$ cat src/rtl/rsc_alu_sequencer.sv
// Initiator side of the RSC ALU interface: fetches operands from the register file, sequences
// the ALU operand/output enables over the shared bus and writes the captured result back.
module rsc_alu_sequencer #(
  parameter int unsigned DATA_W     = 16,
  parameter int unsigned REG_AW     = 4,
  parameter bit          IMM_SIGNED = 1'b0
) (
  input  logic              clk,
  input  logic              rst,
  input  logic              start,
  input  logic [15:0]       instr,
  output logic              busy,
  output logic              done,
  output logic              illegal,
  output logic [3:0]        opCode,
  output logic [2:0]        aluInOut,
  output logic [DATA_W-1:0] bus_out,
  output logic              bus_oe,
  input  logic [DATA_W-1:0] bus_in,
  output logic [REG_AW-1:0] rf_raddr,
  input  logic [DATA_W-1:0] rf_rdata,
  output logic              rf_we,
  output logic [REG_AW-1:0] rf_waddr,
  output logic [DATA_W-1:0] rf_wdata,
  output logic [15:0]       op_count
);

  localparam logic [3:0] OpNot  = 4'h7;
  localparam logic [3:0] OpAddi = 4'h8;
  localparam logic [3:0] OpSubi = 4'h9;

  localparam logic [2:0] EnIn1 = 3'b100;
  localparam logic [2:0] EnIn2 = 3'b010;
  localparam logic [2:0] EnOut = 3'b001;

  typedef enum logic [2:0] {
    StIdle,
    StLd1,
    StLd2,
    StExec,
    StWb,
    StErr
  } state_e;

  state_e              state_q, state_d;
  logic [15:0]         instr_q, instr_d;
  logic [DATA_W-1:0]   result_q, result_d;
  logic [15:0]         op_count_q, op_count_d;

  logic [3:0]          op_q;
  logic [3:0]          rd_q;
  logic [3:0]          rs_q;
  logic [3:0]          rt_q;
  logic                is_imm;
  logic [DATA_W-1:0]   imm_ext;

  assign op_q   = instr_q[15:12];
  assign rd_q   = instr_q[11:8];
  assign rs_q   = instr_q[7:4];
  assign rt_q   = instr_q[3:0];
  assign is_imm = (op_q == OpAddi) || (op_q == OpSubi);

  function automatic logic op_legal(input logic [3:0] op);
    return (op >= 4'h1) && (op <= 4'h9);
  endfunction

  // Size casts of a signed operand sign-extend, of an unsigned one zero-extend.
  always_comb begin
    if (IMM_SIGNED) begin
      imm_ext = DATA_W'($signed(rt_q));
    end else begin
      imm_ext = DATA_W'(rt_q);
    end
  end

  always_ff @(posedge clk or posedge rst) begin
    if (rst) begin
      state_q    <= StIdle;
      instr_q    <= '0;
      result_q   <= '0;
      op_count_q <= '0;
    end else begin
      state_q    <= state_d;
      instr_q    <= instr_d;
      result_q   <= result_d;
      op_count_q <= op_count_d;
    end
  end

  always_comb begin
    state_d    = state_q;
    instr_d    = instr_q;
    result_d   = result_q;
    op_count_d = op_count_q;
    unique case (state_q)
      StIdle: begin
        if (start) begin
          instr_d = instr;
          state_d = op_legal(instr[15:12]) ? StLd1 : StErr;
        end
      end
      StLd1: begin
        // NOT is unary, so the second operand load is skipped.
        state_d = (op_q == OpNot) ? StExec : StLd2;
      end
      StLd2: begin
        state_d = StExec;
      end
      StExec: begin
        result_d = bus_in;
        state_d  = StWb;
      end
      StWb: begin
        op_count_d = op_count_q + 16'd1;
        state_d    = StIdle;
      end
      StErr: begin
        state_d = StIdle;
      end
      default: begin
        state_d = StIdle;
      end
    endcase
  end

  always_comb begin
    busy     = 1'b0;
    done     = 1'b0;
    illegal  = 1'b0;
    opCode   = 4'h0;
    aluInOut = 3'b000;
    bus_out  = '0;
    bus_oe   = 1'b0;
    rf_raddr = '0;
    rf_we    = 1'b0;
    rf_waddr = '0;
    rf_wdata = '0;
    unique case (state_q)
      StIdle: begin
      end
      StLd1: begin
        busy     = 1'b1;
        opCode   = op_q;
        aluInOut = EnIn1;
        rf_raddr = REG_AW'(rs_q);
        bus_out  = rf_rdata;
        bus_oe   = 1'b1;
      end
      StLd2: begin
        busy     = 1'b1;
        opCode   = op_q;
        aluInOut = EnIn2;
        bus_oe   = 1'b1;
        if (is_imm) begin
          bus_out = imm_ext;
        end else begin
          rf_raddr = REG_AW'(rt_q);
          bus_out  = rf_rdata;
        end
      end
      StExec: begin
        busy     = 1'b1;
        opCode   = op_q;
        aluInOut = EnOut;
      end
      StWb: begin
        busy     = 1'b1;
        done     = 1'b1;
        opCode   = op_q;
        rf_we    = 1'b1;
        rf_waddr = REG_AW'(rd_q);
        rf_wdata = result_q;
      end
      StErr: begin
        busy    = 1'b1;
        done    = 1'b1;
        illegal = 1'b1;
      end
      default: begin
      end
    endcase
  end

  assign op_count = op_count_q;

endmodule

$ cat config.mk
export PLATFORM = sky130hd
export DESIGN_NAME = rsc_alu_sequencer
export DESIGN_NICKNAME = d
export VERILOG_FILES = /design/src/rtl/rsc_alu_sequencer.sv
export SDC_FILE = /design/constraint.sdc
export NUM_CORES = 1
export LEC_CHECK = 0
export CAP_MARGIN = 20
export CORE_MARGIN = 2
export CORE_UTILIZATION = 30
export DETAILED_ROUTE_END_ITERATION = 6
export PLACE_DENSITY = 0.63
export SYNTH_ARGS = -nofsm -noshare
export SYNTH_HDL_FRONTEND = slang
export SYNTH_SLANG_ARGS = --single-unit
$ cat constraint.sdc
create_clock -name clk -period 4.3 [get_ports clk]
set_clock_uncertainty 0.15 [all_clocks]
set_input_delay 0.86 -clock clk [delete_from_list [all_inputs] [get_ports clk]]
set_output_delay 0.86 -clock clk [all_outputs]
set_load 0.01 [all_outputs]
### After elaboration in Yosys (flattened, before gate mapping)

Cells that the tools add are included.

| storage, ports and cells | value |
|---|---|
| flip-flop bits (word level) | 51 |
| latch bits | 0 |
| memory bits (writable) | 0 |
| bits in read-only memories | 0 |
| bits of input ports | 51 |
| output and inout port bits | 68 |
| word-level logic and storage cells | 41 |
| memories kept | 0 |

| operators by class | value |
|---|---|
| $add $sub $neg | 1 |
| multiply operators | 0 |
| divide/modulo/power cells | 0 |
| order comparisons | 2 |
| equality and inequality tests | 9 |
| shifts and indexed selects | 0 |
| muxes and demuxes | 17 |
| bitwise logic cells | 0 |
| reduce and logical (&&, ||, !) cells | 8 |

Operator list:

| operator | number |
|---|---|
| $mux 16 | 2 |
| $pmux 16 s2 | 1 |
| $add 16x1->16 const B | 1 |
| $mux 4 | 3 |
| $pmux 3 s4 | 1 |
| $pmux 3 s3 | 1 |
| $eq 4x4->1 const B | 2 |
| $pmux 4 s2 | 1 |
| $eq 3x2->1 const B | 2 |
| $eq 3x3->1 const B | 2 |
| $mux 1 | 6 |
| $mux 3 | 2 |
| $reduce_or 5->1 | 1 |
| $eq 4x3->1 const B | 1 |
| $ge 4x1->1 const B | 1 |
| $le 4x4->1 const B | 1 |
| $reduce_or 2->1 | 2 |
| $reduce_or 4->1 | 1 |
| $eq 3x1->1 const B | 1 |
| $logic_not 3->1 | 1 |
| $ne 2x2->1 const B | 1 |
| $reduce_and 2->1 | 1 |
| $logic_and 1x1->1 | 1 |
| $logic_or 1x1->1 | 1 |

### Logic depth before layout (Yosys ltp)

| depth | value |
|---|---|
| word-level depth | 5 |
| mapped depth | 6 |
| mapped depth without buffers | 5 |

### Least setup slack after synthesis

No wires, ideal clock.

| path | value |
|---|---|
| path type | flip-flop to output port |
| start | register state_q[1] |
| end | output rf_waddr[0] |
| arrival time | 1.551 ns |
| required time | 3.290 ns |
| slack | 1.739 ns |
| cell stages (with the launch flop) | 6 |
| buffers on the path | 2 |
| cells stage by stage | dfrtp_1 buf_6 nor2b_1 nor2b_1 clkbuf_1 and2_1 |

| on the way | value |
|---|---|
| longest elaborated chain between the ends | 2 |

Ends and longest elaborated chain:

| what | RTL line | source |
|---|---|---|
| from (decl) | 45 | `state_e state_q, state_d;` |
| from (signal assigned) | 78 | `state_q <= StIdle;` |
| from (signal assigned) | 83 | `state_q <= state_d;` |
| $eq 3x3->1 | 138 | `unique case (state_q)` |
| $mux 4 | 138 |  |
| to (decl) | 23 | `output logic [REG_AW-1:0] rf_waddr,` |

No other way between the ends.

### Worst setup path after layout

| path | value |
|---|---|
| start | register state_q[2] |
| end | output aluInOut[0] |

| on the way | value |
|---|---|
| longest elaborated chain between the ends | 2 |
| elaborated cells on any way between the ends | 4 |
| classes of those cells | eq/ne: 3; mux: 1 |

Ends and longest elaborated chain:

| what | RTL line | source |
|---|---|---|
| $eq 3x2->1 or $eq 3x1->1 (tied branches) | 138 |  |
| $pmux 3 s3 * | 138 |  |
| to (decl) | 16 | `output logic [2:0] aluInOut,` |

Every way passes the cells marked *; elsewhere a longest branch is shown, timed or not.

==> metrics.md <==
| Metric | Value |
|---|---|
| Outcome | `finished clean` |
| P&R area growth vs syn | `54.99%` |
| Hold Startpoint | `result_q[14]` |
| Async S/R FF share, synth | `100.0%` |
| DRT Wirelength | `6553 um` |
| Synth Area per Inst | `10.35 um2` |
| Ant. Diodes | `0` |
| Fmax | `290.3 MHz` |
| FP Rows | `33` |
| Vias post-DR | `2081` |
| TNS Setup | `0 ns` |
| Unrepaired setup endpoints after global routing | `false` |
| Simple-Gate Fraction of Synth Area | `27.42%` |
| Power share of the clock group | `15.2%` |
| Yosys warns | `0` |
| Max Slew Vio Count | `0` |
| Hold-fix buffers, CTS | `0` |
| Worst hold slack | `0.3254 ns` |
| Root buffer cell | `clkbuf_8` |
| Lkg Pwr | `1.705 nW` |
| Pint | `1.547 mW` |
| Final HPWL DP | `5007 um` |
| Fin crit share | `80.10%` |
| P per Cell Area | `596.1 mW/mm2` |
| Worst slew pin tran | `0.7257 ns` |
| Rel. slew slack | `51.44%` |
| Antenna violations before repair | `0` |
| Max Buffers Root-to-Sink | `2` |
| Layout cell share with drive strength beyond 1 | `9.863%` |
| Hold Path Class | `reg -> reg` |
| Core Footprint | `0.008217 mm2` |
| Die area | `0.009240 mm2` |
| Cell count after synthesis | `246` |
| Hold EP | `result_q[14]` |
| WL/cell | `13.94 um` |
| Pre-antenna DRT Iters | `4` |
| Largest family of logic cells by synthesized area | `simple AND/OR/NAND/NOR gates` |
| Startpoint Class | `flop` |
| Post-synthesis cell area | `0.002546 mm2` |
| Gp weighted congestion | `0.7406` |
| Ys flop type | `dfrtp_1` |
| Complex-gate fraction of the synthesized area | `4.029%` |
| H-tree depth | `2` |
| VDD IR max | `206.0 uV` |
| Number of port buffers | `118` |
| Sequential power share | `34.6%` |
| Antenna Violating Nets Remaining | `0` |
| Count leader, synth | `nand2_1` |
| Mux contribution to synthesized area | `8.993%` |
| Hold Vio Cnt, Final | `0` |
| Worst hold path depth | `2` |
| TritonCTS Buffers | `5` |
| Logic pwr share | `50.3%` |
| Largest net degree at the start of global routing | `39` |
| Clock transition at path regs | `0.09 ns` |
| CP Class | `reg -> out` |
| Reg2reg end | `instr_q[14]` |
| Filler Cell Count | `785` |
| Number of synthesized register bits | `51` |
| Top cells by area, synth | `dfrtp_1 50%, and2_1 9.1%, nand2_1 8.3%` |
| CP arrival | `2.43 ns` |
| Maxcap violations | `0` |
| Vias in the first global route | `1964` |
| Post-synth cell types | `33` |
| Xor-xnor portion of the synthesized cell area | `5.504%` |
| Switching share of power | `34.22%` |
| Post-synth top area cell | `dfrtp_1` |
| Die Span Y | `96.13 um` |
| Syn_nets | `298` |
| R2r startpoint | `state_q[1]` |
| R2r setup slk | `2.12 ns` |
| Final routed DRC violation total | `0` |
| Initial Utilization | `30.99%` |
| Top Ports | `119` |
| Final setup violation count | `0` |
| Sw Pwr | `0.8050 mW` |
| Die W | `96.13 um` |
| Worst Path Required | `3.29 ns` |
| TritonCTS Sinks | `51` |
| Overflow after GRT | `0` |
| Vias/cell | `4.428` |
| R2r worst-path depth | `4` |
| Worst-skew pair later-pin latency | `0.30 ns` |
| Nets | `416` |
| Seq/Total Area, Yosys | `50.12%` |
| Synth Area in Adders | `0.4914%` |
| Post-CTS setup buffers | `0` |
| EDFF count, synth | `0` |
| Post-route minimum period | `3.444 ns` |
| Crit. End Element | `primary output` |
| Max FO, Critical Path | `17` |
| Post-synth top area share | `50.12%` |
| CTS tree | `yes` |
| CTS resizes | `0` |
| Global-route wire length before repair | `10030 um` |
| Synth cell count leaders | `56 x nand2_1, 51 x dfrtp_1, 37 x and2_1` |
| Detailed Route Iter0 Violations | `74` |
| Overall routing resource usage | `14.21%` |
registers in the layout, indices dropped and copies added, names as in the netlist:
signal	count
instr_q	16
op_count	16
result_q	16
state_q	3
per-layer routing:
metal	track usage [%]	wire length (um)	up-vias
li1	-	-	1034
met1	18.95	2897	980
met2	21.82	3100	60
met3	4.777	487	7
met4	4.286	68	0
met5	0	0	-
cells by family after synthesis:
family | after synthesis
buf+inv | 14
xor+xnor | 16
simple gates | 133
fa+ha+maj | 1
mux | 17
flops | 51
compound gates | 14
worst max-delay path, stage by stage, from the launching register on:
cell             delay [ns]
dfrtp_1                0.61
nand3b_1               0.19
buf_4                  0.23
clkinv_1               0.46
clkdlybuf4s50_1        0.64
final cells by class:
cell class / count / area [um2] / share of cell area [%]
sequential: 51 / 1276 / 32.34
timing repair buffer: 122 / 1224 / 31.01
multi-input combinational: 181 / 1182 / 29.96
tap: 105 / 131.4 / 3.329
clock buffer: 6 / 82.58 / 2.093
clock inverter: 2 / 38.79 / 0.9829
inverter: 3 / 11.26 / 0.2854
how the worst max path moves through the flow:
stage	start	endpoint	slack, ns
floorplan	state_q[1]	rf_waddr[0]	1.74
global placement	state_q[2]	rf_raddr[1]	1.22
detailed placement	state_q[2]	rf_raddr[1]	1.19
CTS	state_q[2]	aluInOut[0]	0.82
global route	state_q[0]	bus_out[3]	0.64
finish	state_q[2]	aluInOut[0]	0.86
metrics by stage:
stage          utilization (%)  setup WS, ns  cells  total power [mW]  area [um2]
2_1_floorplan                -         1.740    246             1.478        2546
3_3_place_gp             46.31         1.216    461             1.997        3805
3_5_place_dp             46.55         1.187    462             2.021        3825
4_1_cts                  48.03        0.8161    470             2.389        3946
5_1_grt                  48.03        0.6398    470             2.530        3946
6_report                 48.03        0.8558    470             2.352        3946
cell usage in the layout (no fill, tap or decap):
cell             count
mux2_2               7
dfrtp_1             51
nand3b_1             1
nor2_1               8
xor2_1               5
o21ai_0              1
ha_1                 1
a21oi_1              4
clkinv_1             1
inv_6                1
clkbuf_8             6
or2_2                1
o21bai_1             1
or4_1                1
inv_2                1
nand3_1              6
nor3b_4              1
nand2_1             56
inv_1                1
buf_4                3
nor2b_1              7
bufinv_16            1
and2_1              37
mux2_4              10
or2_1                1
clkdlybuf4s50_1    118
and3_1               2
nand4_1              5
buf_12               1
or4b_1               1
nand2b_1             2
nor3_2               1
or3b_2               2
a22o_1               8
xnor2_1             11
nor4_2               1
power groups by stage:
| stage | clock network, mW | registers [mW] | logic [mW] |
|---|---|---|---|
| after CTS | 0.373 | 0.814 | 1.20 |
| final | 0.357 | 0.813 | 1.18 |
| after floorplan | 0 | 0.760 | 0.718 |
| after global placement | 0 | 0.816 | 1.18 |
| after global routing | 0.390 | 0.842 | 1.30 |
| after detailed placement | 0 | 0.821 | 1.20 |
(Power assumes the default switching activity.)
